==> src/rtl/routing_unit_adaptive_pkg.sv <==
// Shared router constants: port indices, flit width, region codes,
// routing-mode encodings and the routing FSM state type.
package routing_unit_adaptive_pkg;

    localparam int NPORT         = 5;
    localparam int TAM_FLIT      = 16;
    localparam int ROUTERCONTROL = 2;

    localparam int EAST  = 0;
    localparam int WEST  = 1;
    localparam int NORTH = 2;
    localparam int SOUTH = 3;
    localparam int LOCAL = 4;

    localparam logic [ROUTERCONTROL-1:0] INVALID_REGION = 2'b00;
    localparam logic [ROUTERCONTROL-1:0] VALID_REGION   = 2'b01;

    localparam int MODE_XY = 0;
    localparam int MODE_YX = 1;
    localparam int MODE_WF = 2;

    typedef enum logic [1:0] {
        S_IDLE,
        S_CALC,
        S_WAIT,
        S_DONE
    } state_t;

    function automatic logic [NPORT-1:0] port_oh(input int idx);
        return NPORT'(1) << idx;
    endfunction

endpackage

==> src/rtl/route_xy_calc.sv <==
// Combinational dimension-order route: XY or YX (YFIRST=1).
// Ports: dest (header flit, X upper / Y lower), port (one-hot output port).
module route_xy_calc
    import routing_unit_adaptive_pkg::*;
#(
    parameter logic [31:0] ADDRESS    = 32'h0000,
    parameter int          FLIT_WIDTH = TAM_FLIT,
    parameter bit          YFIRST     = 1'b0
) (
    input  logic [FLIT_WIDTH-1:0] dest,
    output logic [NPORT-1:0]      port
);

    localparam int HALF = FLIT_WIDTH / 2;
    localparam logic [HALF-1:0] LX = ADDRESS[FLIT_WIDTH-1:HALF];
    localparam logic [HALF-1:0] LY = ADDRESS[HALF-1:0];

    logic [HALF-1:0] dx;
    logic [HALF-1:0] dy;

    assign dx = dest[FLIT_WIDTH-1:HALF];
    assign dy = dest[HALF-1:0];

    always_comb begin
        port = port_oh(LOCAL);
        if (YFIRST) begin
            if (dy < LY)      port = port_oh(SOUTH);
            else if (dy > LY) port = port_oh(NORTH);
            else if (dx > LX) port = port_oh(EAST);
            else if (dx < LX) port = port_oh(WEST);
        end else begin
            if (dx > LX)      port = port_oh(EAST);
            else if (dx < LX) port = port_oh(WEST);
            else if (dy < LY) port = port_oh(SOUTH);
            else if (dy > LY) port = port_oh(NORTH);
        end
    end

endmodule

==> src/rtl/routing_unit_adaptive.sv <==
// Router output-port selection: XY, YX or west-first adaptive with timeout.
// Ports: i_clk, i_rst (sync, active high), i_req/i_dest request,
// i_portBusy per-port busy; o_ack, o_outputPort (one-hot), o_find region.
module routing_unit_adaptive
    import routing_unit_adaptive_pkg::*;
#(
    parameter logic [31:0] ADDRESS    = 32'h0000,
    parameter int          FLIT_WIDTH = TAM_FLIT,
    parameter int          MODE       = MODE_XY,
    parameter int          TIMEOUT    = 8
) (
    input  logic                     i_clk,
    input  logic                     i_rst,
    input  logic                     i_req,
    input  logic [FLIT_WIDTH-1:0]    i_dest,
    input  logic [NPORT-1:0]         i_portBusy,
    output logic                     o_ack,
    output logic [NPORT-1:0]         o_outputPort,
    output logic [ROUTERCONTROL-1:0] o_find
);

    localparam int HALF = FLIT_WIDTH / 2;
    localparam int CW   = $clog2(TIMEOUT + 1);
    localparam logic [HALF-1:0] LX = ADDRESS[FLIT_WIDTH-1:HALF];
    localparam logic [HALF-1:0] LY = ADDRESS[HALF-1:0];

    state_t                state;
    state_t                state_nx;
    logic [FLIT_WIDTH-1:0] dest_q;
    logic [CW-1:0]         wcnt;
    logic [CW-1:0]         wcnt_nx;
    logic [CW-1:0]         wnext;
    logic [NPORT-1:0]      sel_q;
    logic [NPORT-1:0]      sel_nx;
    logic [NPORT-1:0]      dor_port;
    logic [NPORT-1:0]      xy_port;
    logic [NPORT-1:0]      adapt;
    logic                  adapt_ok;
    logic                  hold;
    logic [HALF-1:0]       dx;
    logic [HALF-1:0]       dy;
    logic                  unused_busy;

    assign dx = dest_q[FLIT_WIDTH-1:HALF];
    assign dy = dest_q[HALF-1:0];
    assign unused_busy = ^{i_portBusy[WEST], i_portBusy[LOCAL]};

    route_xy_calc #(
        .ADDRESS   (ADDRESS),
        .FLIT_WIDTH(FLIT_WIDTH),
        .YFIRST    (MODE == MODE_YX)
    ) u_dor (
        .dest(dest_q),
        .port(dor_port)
    );

    // XY fallback once the adaptive wait expires
    route_xy_calc #(
        .ADDRESS   (ADDRESS),
        .FLIT_WIDTH(FLIT_WIDTH),
        .YFIRST    (1'b0)
    ) u_fallback (
        .dest(dest_q),
        .port(xy_port)
    );

    // West-first: westward and local are fixed, others pick a free port
    always_comb begin
        adapt    = '0;
        adapt_ok = 1'b1;
        if (dx < LX)
            adapt = port_oh(WEST);
        else if (dx == LX && dy == LY)
            adapt = port_oh(LOCAL);
        else if (dx > LX && !i_portBusy[EAST])
            adapt = port_oh(EAST);
        else if (dy > LY && !i_portBusy[NORTH])
            adapt = port_oh(NORTH);
        else if (dy < LY && !i_portBusy[SOUTH])
            adapt = port_oh(SOUTH);
        else
            adapt_ok = 1'b0;
    end

    always_comb begin
        state_nx = state;
        wcnt_nx  = wcnt;
        sel_nx   = sel_q;
        wnext    = wcnt + 1'b1;
        unique case (state)
            S_IDLE: begin
                wcnt_nx = '0;
                sel_nx  = '0;
                if (i_req) state_nx = S_CALC;
            end
            S_CALC: begin
                if (!i_req) begin
                    state_nx = S_IDLE;
                    wcnt_nx  = '0;
                end else if (MODE != MODE_WF) begin
                    sel_nx   = dor_port;
                    state_nx = S_DONE;
                end else if (adapt_ok) begin
                    sel_nx   = adapt;
                    state_nx = S_DONE;
                end else begin
                    state_nx = S_WAIT;
                end
            end
            S_WAIT: begin
                if (!i_req) begin
                    state_nx = S_IDLE;
                    wcnt_nx  = '0;
                end else if (adapt_ok) begin
                    sel_nx   = adapt;
                    state_nx = S_DONE;
                end else if (wnext == CW'(TIMEOUT)) begin
                    wcnt_nx  = wnext;
                    sel_nx   = xy_port;
                    state_nx = S_DONE;
                end else begin
                    wcnt_nx  = wnext;
                end
            end
            S_DONE: begin
                if (!i_req) begin
                    state_nx = S_IDLE;
                    wcnt_nx  = '0;
                end
            end
            default: state_nx = S_IDLE;
        endcase
    end

    // Outputs present the held route only while the request is kept up
    assign hold = (state == S_DONE) && i_req;

    always_ff @(posedge i_clk) begin
        if (i_rst) begin
            state        <= S_IDLE;
            dest_q       <= '0;
            wcnt         <= '0;
            sel_q        <= '0;
            o_ack        <= 1'b0;
            o_outputPort <= '0;
            o_find       <= INVALID_REGION;
        end else begin
            state        <= state_nx;
            wcnt         <= wcnt_nx;
            sel_q        <= sel_nx;
            if (state == S_IDLE && i_req) dest_q <= i_dest;
            o_ack        <= hold;
            o_outputPort <= hold ? sel_q : '0;
            o_find       <= hold ? VALID_REGION : INVALID_REGION;
        end
    end

endmodule

==> config.mk <==
export PLATFORM = sky130hd
export DESIGN_NAME = routing_unit_adaptive
export DESIGN_NICKNAME = d
export VERILOG_FILES = /design/src/rtl/routing_unit_adaptive_pkg.sv /design/src/rtl/route_xy_calc.sv /design/src/rtl/routing_unit_adaptive.sv
export SDC_FILE = /design/constraint.sdc
export NUM_CORES = 1
export LEC_CHECK = 0
export ABC_AREA = 1
export BUFFER_PORTS_ARGS = -buffer_cell sky130_fd_sc_hd__buf_4
export CORE_MARGIN = 4
export CORE_UTILIZATION = 38
export CTS_CLUSTER_SIZE = 12
export DETAILED_ROUTE_END_ITERATION = 7
export PLACE_DENSITY_LB_ADDON = 0.1
export SLEW_MARGIN = 20
export SYNTH_ARGS = -nofsm -noshare
export SYNTH_HDL_FRONTEND = slang
export SYNTH_SLANG_ARGS = --single-unit
==> constraint.sdc <==
create_clock -name i_clk -period 2.1 [get_ports i_clk]
set_input_delay 0.525 -clock i_clk [delete_from_list [all_inputs] [get_ports i_clk]]
set_output_delay 0.525 -clock i_clk [all_outputs]
set_load 0.05 [all_outputs]
### Word level (Yosys, flattened, before mapping)

Index checks and enable logic that the tools add are counted.

| storage, ports and cells | value |
|---|---|
| register bits after elaboration | 35 |
| word-level logic and storage cells | 74 |

| cells by class | value |
|---|---|
| add/subtract/negate cells | 1 |
| order comparisons | 4 |
| equal/unequal tests | 12 |
| mux-type cells | 31 |
| bitwise gates (word level) | 1 |
| reductions and logical operators | 18 |

Operator list:

| operator | number |
|---|---|
| $mux W5 | 10 |
| $mux W4 | 6 |
| $gt A8 B1 Y1 const B | 2 |
| $logic_not A8 Y1 | 2 |
| $lt A8 B1 Y1 const B | 2 |
| $pmux W5 S3 | 1 |
| $mux W2 | 6 |
| $pmux W4 S3 | 1 |
| $ne A2 B2 Y1 const B | 5 |
| $pmux W2 S4 | 1 |
| $logic_and A1 B1 Y1 | 6 |
| $mux W1 | 6 |
| $ne A3 B3 Y1 const B | 2 |
| $add A4 B1 Y4 const B | 1 |
| $eq A2 B2 Y1 const B | 2 |
| $eq A4 B4 Y1 const B | 1 |
| $ne A4 B4 Y1 const B | 1 |
| $reduce_and A4 Y1 | 1 |
| $reduce_or A2 Y1 | 2 |
| $logic_not A1 Y1 | 3 |
| $reduce_and A3 Y1 | 1 |
| $reduce_bool A3 Y1 | 1 |
| $eq A2 B1 Y1 const B | 1 |
| $logic_not A2 Y1 | 1 |
| other kinds (2) | 2 |

### Longest topological paths before layout

| depth | value |
|---|---|
| depth in word-level cells | 10 |
| mapped depth | 11 |

### Modules after synthesis

A second synthesis with hierarchy kept.

| unflattened totals | value |
|---|---|
| cell total of the unflattened synthesis | 278 |
| area, all modules | 1834.3 um^2 |

By module, submodules not included:

| module | times used | cells an instance | area each (um^2) | seq. area each (um^2) |
|---|---|---|---|---|
| routing_unit_adaptive | 1 | 218 | 1574.0 | 660.6 |
| route_xy_calc | 2 | 30 | 130.1 | 0.0 |

### Worst setup path before layout

OpenSTA, ideal clock, no wires.

| timing | value |
|---|---|
| kind | register -> register |
| start point | register state[0] |
| end point | register sel_q[0] |
| setup time | 0.070 ns |
| data arrival time | 1.415 ns |
| required time | 2.030 ns |
| slack | 0.616 ns |
| cell stages (with the launch flop) | 10 |
| buffers on the path | 0 |
| path through | dfxtp_1 > inv_1 > ha_1 > nor2_1 > nor2_1 > a21oi_1 > inv_1 > nor2_2 > nand3_1 > a21oi_1 |

| on the way | value |
|---|---|
| cells in the longest elaborated chain, start to end | 3 |
| elaborated cells on any way between the ends | 9 |
| classes of those cells | eq/ne (5); mux (1); reduce/logical (3) |

Ends and longest elaborated chain:

| what | line | source |
|---|---|---|
| start, declared | routing_unit_adaptive.sv:27 | `state_t state;` |
| start signal, assigned | routing_unit_adaptive.sv:148 | `state <= state_nx;` |
| $eq A2 B2 Y1, or another cell as far along | routing_unit_adaptive.sv:90 | `unique case (state)` |
| $ne A3 B3 Y1 (no line), or another cell as far along | -- |  |
| $reduce_and A4 Y1 (no line) | -- |  |
| end signal, assigned | routing_unit_adaptive.sv:150 | `sel_q <= sel_nx;` |
| end, declared | routing_unit_adaptive.sv:33 | `logic [NPORT-1:0] sel_q;` |

Parallel ways exist; a longest one is shown, timed or not.
A chain may end at the register's enable or synchronous reset.

### Worst setup path in the final report

| timing | value |
|---|---|
| start point | register state[0] |
| end point | register sel_q[4] |

The elaborated chain is that of the path after synthesis.

==> impl_results.md <==
* First-pass GRT wire length at 5170 um
* Post_cts resized at 0
* Clock transition at path regs at 0.06 ns
* Share of the synthesized area in the top cell type at around two fifths
* Initial core utilization at 41.1%
* Total CTS buffers at 5
* Detail Route Antenna Nets at 0
* Least-Margin Pin Slew at 0.580 ns
* Antenna cell count at 0
* Unique cell type count in the Yosys netlist at 23
* Post-placement cell count at 266
* Critical path startpoint: state[0]
* Row Count at 21
* I/O Pins at 32
* Min Tclk post-route at 1.65 ns
* DP Worst Slack at 0.472 ns
* Share of layout cells above drive strength 1 at 22.5%
* Clock Latency Late Sink at 0.28 ns
* DR iter-0 viols at 87
* Setup bufs post-CTS at 0
* Post-Syn Area at 1430 um2
* Syn Area/Cell at 7.13 um2
* Final max-slew violation count at 0
* Nature of the critical path startpoint: flop
* Setup tns final at 0 ns
* Pin count of the biggest net entering global routing at 22
* Status: complete, no violations
* Crit path kind: flop to flop
* Synth warn at 0
* Last weighted congestion value of the routability-driven placer at 0.724
* # setup viols final at 0
* Placeable Area at 3470 um2
* Clock Path Buffers at 2
* Synth Instances at 200
* Peak supply drop at between 0.4 and 0.5 mV
* RR Endpoint: sel_q[4]
* # Max-Cap Violations at 0
* Worst Path Arrival at 1.86 ns
* Pwr Density at 831 nW/um2
* Initial antenna violation count at 0
* Worst reg-to-reg setup slack at 0.45 ns
* Cell family with most CP delay: simple AND/OR/NAND/NOR gates
* DIE HEIGHT at 69.2 um
* CP bufs+invs at 2
* Hold crit path type: flop to flop
* Htree depth at 2
* Fill count at 362
* Non-filler cells, final at 273
* Critical-path cell list: inv_1 > ha_1 > nor2_1 > nor2_1 > a21oi_1 > inv_1 > nor2_2 > nand3_1 > a21oi_1
* Vias at approximately 1300
* Critical path's slowest cell: dfxtp_1
* CTS tree: done
* Hold Vio Cnt, Final at 0
* Vias in the first global route at 1254
* Yosys top cell by area: dfxtp_1
* Grt ovf at 0
* Post-cts hold buffer count at 0
* Final WL at 2850 um
* Drt wl/cell at 10.4 um
* Clock Tree Root: clkbuf_8
* Critical Path Sink: sel_q[4]
* Max Fclk at 606 MHz
* Fin crit share at 78.6%
* Crit-path max FO at 5
* Slew margin rel. at 61.3%
* CP max stage delay at 0.38 ns
* Buffers on Ports at 25
* Synth area leaders: dfxtp_1 (41%), nor2_1 (15%), o21ai_0 (7.0%)
* Reg2Reg Depth at 9
* Crit path required time at 2.31 ns
* CP Capture Type: flop
* FF-to-FF Start: state[0]
* CP Depth at 9
* Initial DRT Pass Iterations at 4
* DR DRC count at 0
* Die Width at 69.2 um
* Yosys reg bits at 29
* Unrepaired setup endpoints after global routing: no
* Worst setup margin at 0.449 ns
* DR vias/cell at 4.61
* Final nets at 256
* Tot GR Track Use at 13.5%
* P_leak at 0.802 nW
* HPWL Detailed at around 2100 um
* Die ar. at about 4800 um2
* Sequential-to-total area share from yosys stat at roughly 41%
* Worst clock skew at between 0.008 and 0.009 ns
* Area Growth Syn to Fin at 21.0%
* CTS Sinks at 29
==> metal layers <==
metal | up-vias | wire length [um] | track usage (%)
met2 | 24 | 1320 | 22.1
met3 | 7 | 131 | 3.91
met5 | - | 0 | 0
met1 | 553 | 1320 | 15.1
met4 | 0 | 77 | 8.68
li1 | 675 | - | -
==> final cells by class <==
type	instances	area [um2]	area share (%)
multi-input cells	145	729	42.3
flip-flops and latches	29	581	33.7
repair buffers	26	195	11.3
clock buffers	7	86.3	5.01
inverters	20	75.1	4.35
well taps	46	57.6	3.34
==> cells in the mapped netlist <==
cell type   n
nor2_1     57
nor2_4      2
a21oi_1     7
nor2_2      5
dfxtp_1    29
ha_1        5
nand2_2     7
o21ai_0    20
o211ai_1    1
buf_4       4
clkbuf_1    2
o21ai_4     1
nand2_1    20
inv_2       1
inv_1      19
nand3_1     9
nor3_1      1
o21bai_1    2
conb_1      1
nand4_1     2
buf_2       2
nand3_2     1
nand2_4     2
==> placed cells by master, fill, tap and decap left out, types with 5 or more instances in the layout <==
cell      netlist  routed
a21oi_1         7       7
buf_4           4      26
clkbuf_8        0       6
dfxtp_1        29      29
ha_1            5       5
inv_1          19      19
nand2_1        20      20
nand2_2         7       7
nand3_1         9       9
nor2_1         57      57
nor2_2          5       5
o21ai_0        20      20
==> worst min-delay path by stage <==
stage / from / end / slack, ns / cells after the start
after floorplan: sel_q[0] / o_outputPort[0] / 0.41 / 2
after global placement: sel_q[0] / o_outputPort[0] / 0.42 / 2
after detailed placement: sel_q[2] / o_outputPort[2] / 0.42 / 2
after CTS: sel_q[2] / o_outputPort[2] / 0.43 / 2
after global routing: i_rst / sel_q[2] / 0.45 / 2
final: sel_q[2] / o_outputPort[2] / 0.43 / 2
==> worst min-delay path: stages (launching register included) <==
cell and delay, ns:
dfxtp_1 0.31, inv_1 0.05, nor2_1 0.03
==> flip-flops by register name, summed over array words and instances (netlist names) <==
signal,cells
state,2
o_outputPort,3
sel_q,3
dest_q,16
wcnt,4
o_ack,1
==> power breakdown <==
group / leakage, nW / total (W) / switching, W / internal, W
Combinational: 0.520 / 0.000347 / 0.000218 / 0.000129
Clock: 0.0443 / 0.000454 / 0.000195 / 0.000259
Sequential: 0.238 / 0.000631 / 0.0000307 / 0.000600
==> cell families after synthesis <==
logic type      share of synthesized area, %
simple gates                            33.8
other cells                            0.263
compound gates                          12.2
buf+inv                                 8.60
fa+ha+maj                               4.39
flops                                   40.7
==> metrics by stage <==
stage	utilization, %	hold slack (ns)	cell area [um2]	total power (W)
2_1_floorplan	-	0.408	1430	0.000909
3_3_place_gp	47.2	0.417	1640	0.000977
3_5_place_dp	47.2	0.421	1640	0.000992
4_1_cts	49.7	0.432	1720	0.00145
5_1_grt	49.7	0.450	1720	0.00152
6_report	49.7	0.425	1720	0.00143
(Power assumes the default switching activity.)
